===== src/rtl/popcnt_frame_accum.sv =====
// ============================================================================
//  Module      : popcnt_frame_accum
//  Description : Accumulates clamped per-cycle popcounts over fixed-length
//                frames and hands each frame total to a one-deep output buffer.
//  Revision    : 1.0 - initial release
// ============================================================================
`default_nettype none

module popcnt_frame_accum #(
    parameter int          FRAME_LEN = 16,
    parameter int          WIDTH_IN  = 5,
    parameter int          WIDTH_ACC = 9,
    parameter int unsigned THRESH    = 96
) (
    input  logic                 i_clk,
    input  logic                 i_rst_n,
    input  logic                 i_clear,
    input  logic                 i_valid,
    input  logic [WIDTH_IN-1:0]  i_sum,
    output logic                 o_ready,
    output logic                 o_valid,
    input  logic                 i_ready,
    output logic [WIDTH_ACC-1:0] o_total,
    output logic                 o_over,
    output logic                 o_err
);

    localparam int                  c_CW      = $clog2(FRAME_LEN);
    localparam logic [c_CW-1:0]     c_LAST    = c_CW'(FRAME_LEN - 1);
    localparam logic [WIDTH_IN-1:0] c_MAX_IN  = WIDTH_IN'(12);

    logic [WIDTH_ACC-1:0] r_acc;
    logic [c_CW-1:0]      r_cnt;

    logic                 w_accept;
    logic                 w_use;
    logic                 w_last;
    logic                 w_done;
    logic                 w_xfer;
    logic                 w_bad;
    logic [WIDTH_IN-1:0]  w_samp;
    logic [WIDTH_ACC:0]   w_sum;
    logic [WIDTH_ACC-1:0] w_sat;

    // Ready depends only on registered state, so i_ready never reaches o_ready.
    assign w_last   = (r_cnt == c_LAST);
    assign o_ready  = ~(o_valid & w_last);
    assign w_accept = i_valid & o_ready;
    assign w_use    = w_accept & ~i_clear;
    assign w_done   = w_use & w_last;
    assign w_xfer   = o_valid & i_ready;

    assign w_bad    = (i_sum > c_MAX_IN);
    assign w_samp   = w_bad ? c_MAX_IN : i_sum;

    // One extra bit catches the carry; the sum then clips to all-ones.
    assign w_sum    = {1'b0, r_acc} + (WIDTH_ACC + 1)'(w_samp);
    assign w_sat    = w_sum[WIDTH_ACC] ? {WIDTH_ACC{1'b1}} : w_sum[WIDTH_ACC-1:0];

    always_ff @(posedge i_clk or negedge i_rst_n) begin
        if (!i_rst_n) begin
            r_acc   <= '0;
            r_cnt   <= '0;
            o_valid <= 1'b0;
            o_total <= '0;
            o_over  <= 1'b0;
            o_err   <= 1'b0;
        end else begin
            if (i_clear) begin
                r_acc <= '0;
                r_cnt <= '0;
            end else if (w_accept) begin
                if (w_last) begin
                    r_acc <= '0;
                    r_cnt <= '0;
                end else begin
                    r_acc <= w_sat;
                    r_cnt <= r_cnt + c_CW'(1);
                end
            end

            if (w_use && w_bad) begin
                o_err <= 1'b1;
            end

            // A completing frame takes priority over draining the buffer.
            if (w_done) begin
                o_total <= w_sat;
                o_over  <= (32'(w_sat) > THRESH);
                o_valid <= 1'b1;
            end else if (w_xfer) begin
                o_valid <= 1'b0;
            end
        end
    end

endmodule

`default_nettype wire


===== config.mk =====
export PLATFORM = sky130hd
export DESIGN_NAME = popcnt_frame_accum
export DESIGN_NICKNAME = d
export VERILOG_FILES = /design/src/rtl/popcnt_frame_accum.sv
export SDC_FILE = /design/constraint.sdc
export NUM_CORES = 1
export LEC_CHECK = 0
export CAP_MARGIN = 0
export CORE_ASPECT_RATIO = 1.75
export CORE_MARGIN = 2
export CORE_UTILIZATION = 30
export DETAILED_ROUTE_END_ITERATION = 10
export SLEW_MARGIN = 20
export SYNTH_ARGS = -nofsm -noshare
export SYNTH_HDL_FRONTEND = slang
export SYNTH_SLANG_ARGS = --single-unit

===== constraint.sdc =====
create_clock -name i_clk -period 6.6 [get_ports i_clk]
set_input_delay 0.99 -clock i_clk [delete_from_list [all_inputs] [get_ports i_clk]]
set_output_delay 0.99 -clock i_clk [all_outputs]
set_load 0.01 [all_outputs]

==> out/results.ini <==
[run_status]
status=finished clean

[cts]
cts_buffers=3
cts_root_buffer=clkbuf_8
path_clk_slew_ps=90
cts_tree=done
holdBufCountCts=0
h-tree-depth=1
clk_latency_ps=270
cts.path.max_buffers=2
cts_setup_buffers=0
clock-sinks=25
cts_resized=0

[yosys]
yosys.area.top_type_share_pct=45.4
ys_seq_elements=25
avgSynthCellArea_sq_um=9.70
seq_area_frac_synth_pct=45.4
synth_area_leaders=dfrtp_1 45%, ha_1 5.4%, nor2_1 4.9%, a21oi_1 4.0%, o21ai_0 3.6%
synth_area_leader_cell=dfrtp_1
ys_types=36
syn_nets=159
synth_edf_count=0
synth_flop_cell=dfrtp_1
async_reset_ff_share_pct=100
ys_top_cells_by_count=25 x dfrtp_1, 18 x nor2_1, 11 x a21oi_1, 11 x nand2_1, 10 x o21ai_0
yosys_warnings=0
syn_area_sq_um=1380
synth_most_common_cell=dfrtp_1
synthCells=142

[routing]
drt_iter0_markers=27
avgRoutedWirePerCell_microns=14.3
routed_wl_mm=3.11
drcViolationCount=0
vias=1123
ant_nets=0
firstDrtPassIters=4
viasPerCell=5.18

[cells_and_area]
areaGrowthSynthToFinish_pct=22.4
final_cells=217
fin_area_sq_um=1690
nets=184
diodes=0
drive_above_1_share_pct=10.8

[worst_setup_path]
slowest_stage=or4b_4
crit_required_ps=6710
worstPathArrival_ps=3920
cp_top_family=simple AND/OR/NAND/NOR gates
path_cells=clkdlybuf4s50_1, or2_2, a31oi_1, and2_1, ha_1, inv_1, fa_1, nand2b_1, a21oi_2, xor2_1, or4b_4, o221ai_2, a31oi_1
critPathMaxFanout=3
end_kind=flop
cp_num_cells=13
cpMostUsedCell=a31oi_1
crit_path_start_kind=primary input
crit_buf_inv=2
slowest_delay_ps=490
r2r_cells=9
path_class=primary input to flop

[power]
power_density_nw_per_um2=187
ir_worst_vdd_uv=159
p_leak_uw=0.000769
finalPower_uw=316

[min_path]
hold_path_class=flop to flop
hold-path-cell-count=2

[timing]
setup_viol=0
worstMarginPinSlew_ps=874
relSlewSlack_pct=41.7
tns_ps=0
finalCriticalPeriod_ps=3810
fin_crit_sh_pct=57.7
drv_slew=0
rsz0062_at_grt=no
setup_slack_ps=2790
timing.fmax_ghz=0.262
finClkSkew_ps=1.21
final-hold-violation-count=0

[global_route]
antenna_found_initial=0
grt_max_degree=26
grt_pass1_vias=1216
grt.overflow.total=0
track_usage_pct=13.6
grt_pass1_wl_mm=5.62

[floorplan]
die-height_microns=93.6
rows=32
coreArea_sq_um=4400
initial_core_util_pct=31.3
die-area_sq_um=5170
die_x_microns=55.2
num_io_pins=23

[flow_run]
cap_violations=0

[place]
place_hpwl_mm=2.40
place_area_sq_um=1640
place_ws_ps=2510
dpl.cell_count=213
routabilityCongestion=0.853
portBuffers=22

-- per-stage QoR --
| step | utilization [%] | hold slack [ps] |
|---|---|---|
| floorplan | - | 456 |
| global placement | 37.4 | 476 |
| detailed placement | 37.2 | 475 |
| CTS | 38.3 | 496 |
| global route | 38.3 | 538 |
| finish | 38.3 | 484 |
-- registers in the layout, summed over array words and instances, names as in the netlist --
name and flops:
o_total 9, r_acc 9, r_cnt 4, o_err 1, o_over 1, o_valid 1
-- layer usage --
metal / up-vias / global-route usage (%) / part of all wire (%)
met2: 19 / 24.7 / 53
met5: - / 0 / 0
met3: 5 / 1.80 / 3.0
li1: 553 / - / -
met4: 0 / 5.49 / 2.1
met1: 546 / 15.8 / 42
-- layout make-up --
cell class,count,area [sq um]
clock buffers,3,41.3
clock inverters,1,5.00
fillers,458,2720
inverters,6,22.5
multi-input cells,109,713
flip-flops and latches,25,626
well taps,51,63.8
repair buffers,22,215
-- cells in the final DEF, fill, tap and decap left out, drive strengths merged --
master and instances:
a21o 4, a21oi 12, a22o 3, a31oi 5
and2 1, and3b 1, and4 1, buf 1
clkbuf 3, clkdlybuf4s50 21, clkinv 1, conb 1
dfrtp 25, fa 1, ha 6, inv 6
mux2 3, nand2 11, nand2b 1, nand3 5
nand3b 1, nand4 3, nor2 18, nor2b 1
nor3 3, o21a 1, o21ai 11, o21bai 2
o221ai 1, o31ai 1, o32a 1, or2 4
or4b 1, xnor2 2, xor2 4
-- report_power, final --
group | leakage, uW | internal [uW] | total (uW) | switching, uW
clock | 0.0000255 | 42.3 | 91.6 | 49.3
combinational | 0.000404 | 24.6 | 61.3 | 36.7
sequential | 0.000339 | 158 | 163 | 4.96
-- worst reg2reg max path, delay by kind of cell (launching register included) --
family | cells | cell delay (ps)
AOI/OAI and AO/OA | 3 | 410
xor gates and xnor gates | 1 | 100
adders and majority gates | 2 | 550
buffers and inverters | 1 | 50
DFF | 1 | 370
and+or+nand+nor | 2 | 670
-- cell families (layout without fill, tap and decap cells) --
| group | Yosys count | count (layout) | synth area share [%] |
|---|---|---|---|
| buffers and inverters | 8 | 32 | 2.82 |
| XOR/XNOR | 6 | 6 | 3.81 |
| multiplexers | 3 | 3 | 2.45 |
| other | 1 | 1 | 0.272 |
| adder cells (fa/ha/maj) | 7 | 7 | 6.90 |
| flip-flops | 25 | 25 | 45.4 |
| AND/OR/NAND/NOR | 51 | 51 | 19.1 |
| AO/OA/AOI/OAI | 41 | 41 | 19.3 |
-- final timing paths --
path | start | end | slack (ps)
max in group asynchronous | i_rst_n | r_cnt[0]$_DFFE_PN0P_ | 5520
worst max-delay path | i_sum[0] | o_over$_DFFE_PN0P_ | 2790
worst min-delay path | o_err$_DFFE_PN0P_ | o_err$_DFFE_PN0P_ | 480
min in group asynchronous | i_rst_n | r_acc[5]$_DFFE_PN0P_ | 700
worst min register to register | o_err$_DFFE_PN0P_ | o_err$_DFFE_PN0P_ | 480
worst max register to register | r_acc[0]$_DFFE_PN0P_ | o_over$_DFFE_PN0P_ | 4290
(Power assumes the default switching activity.)
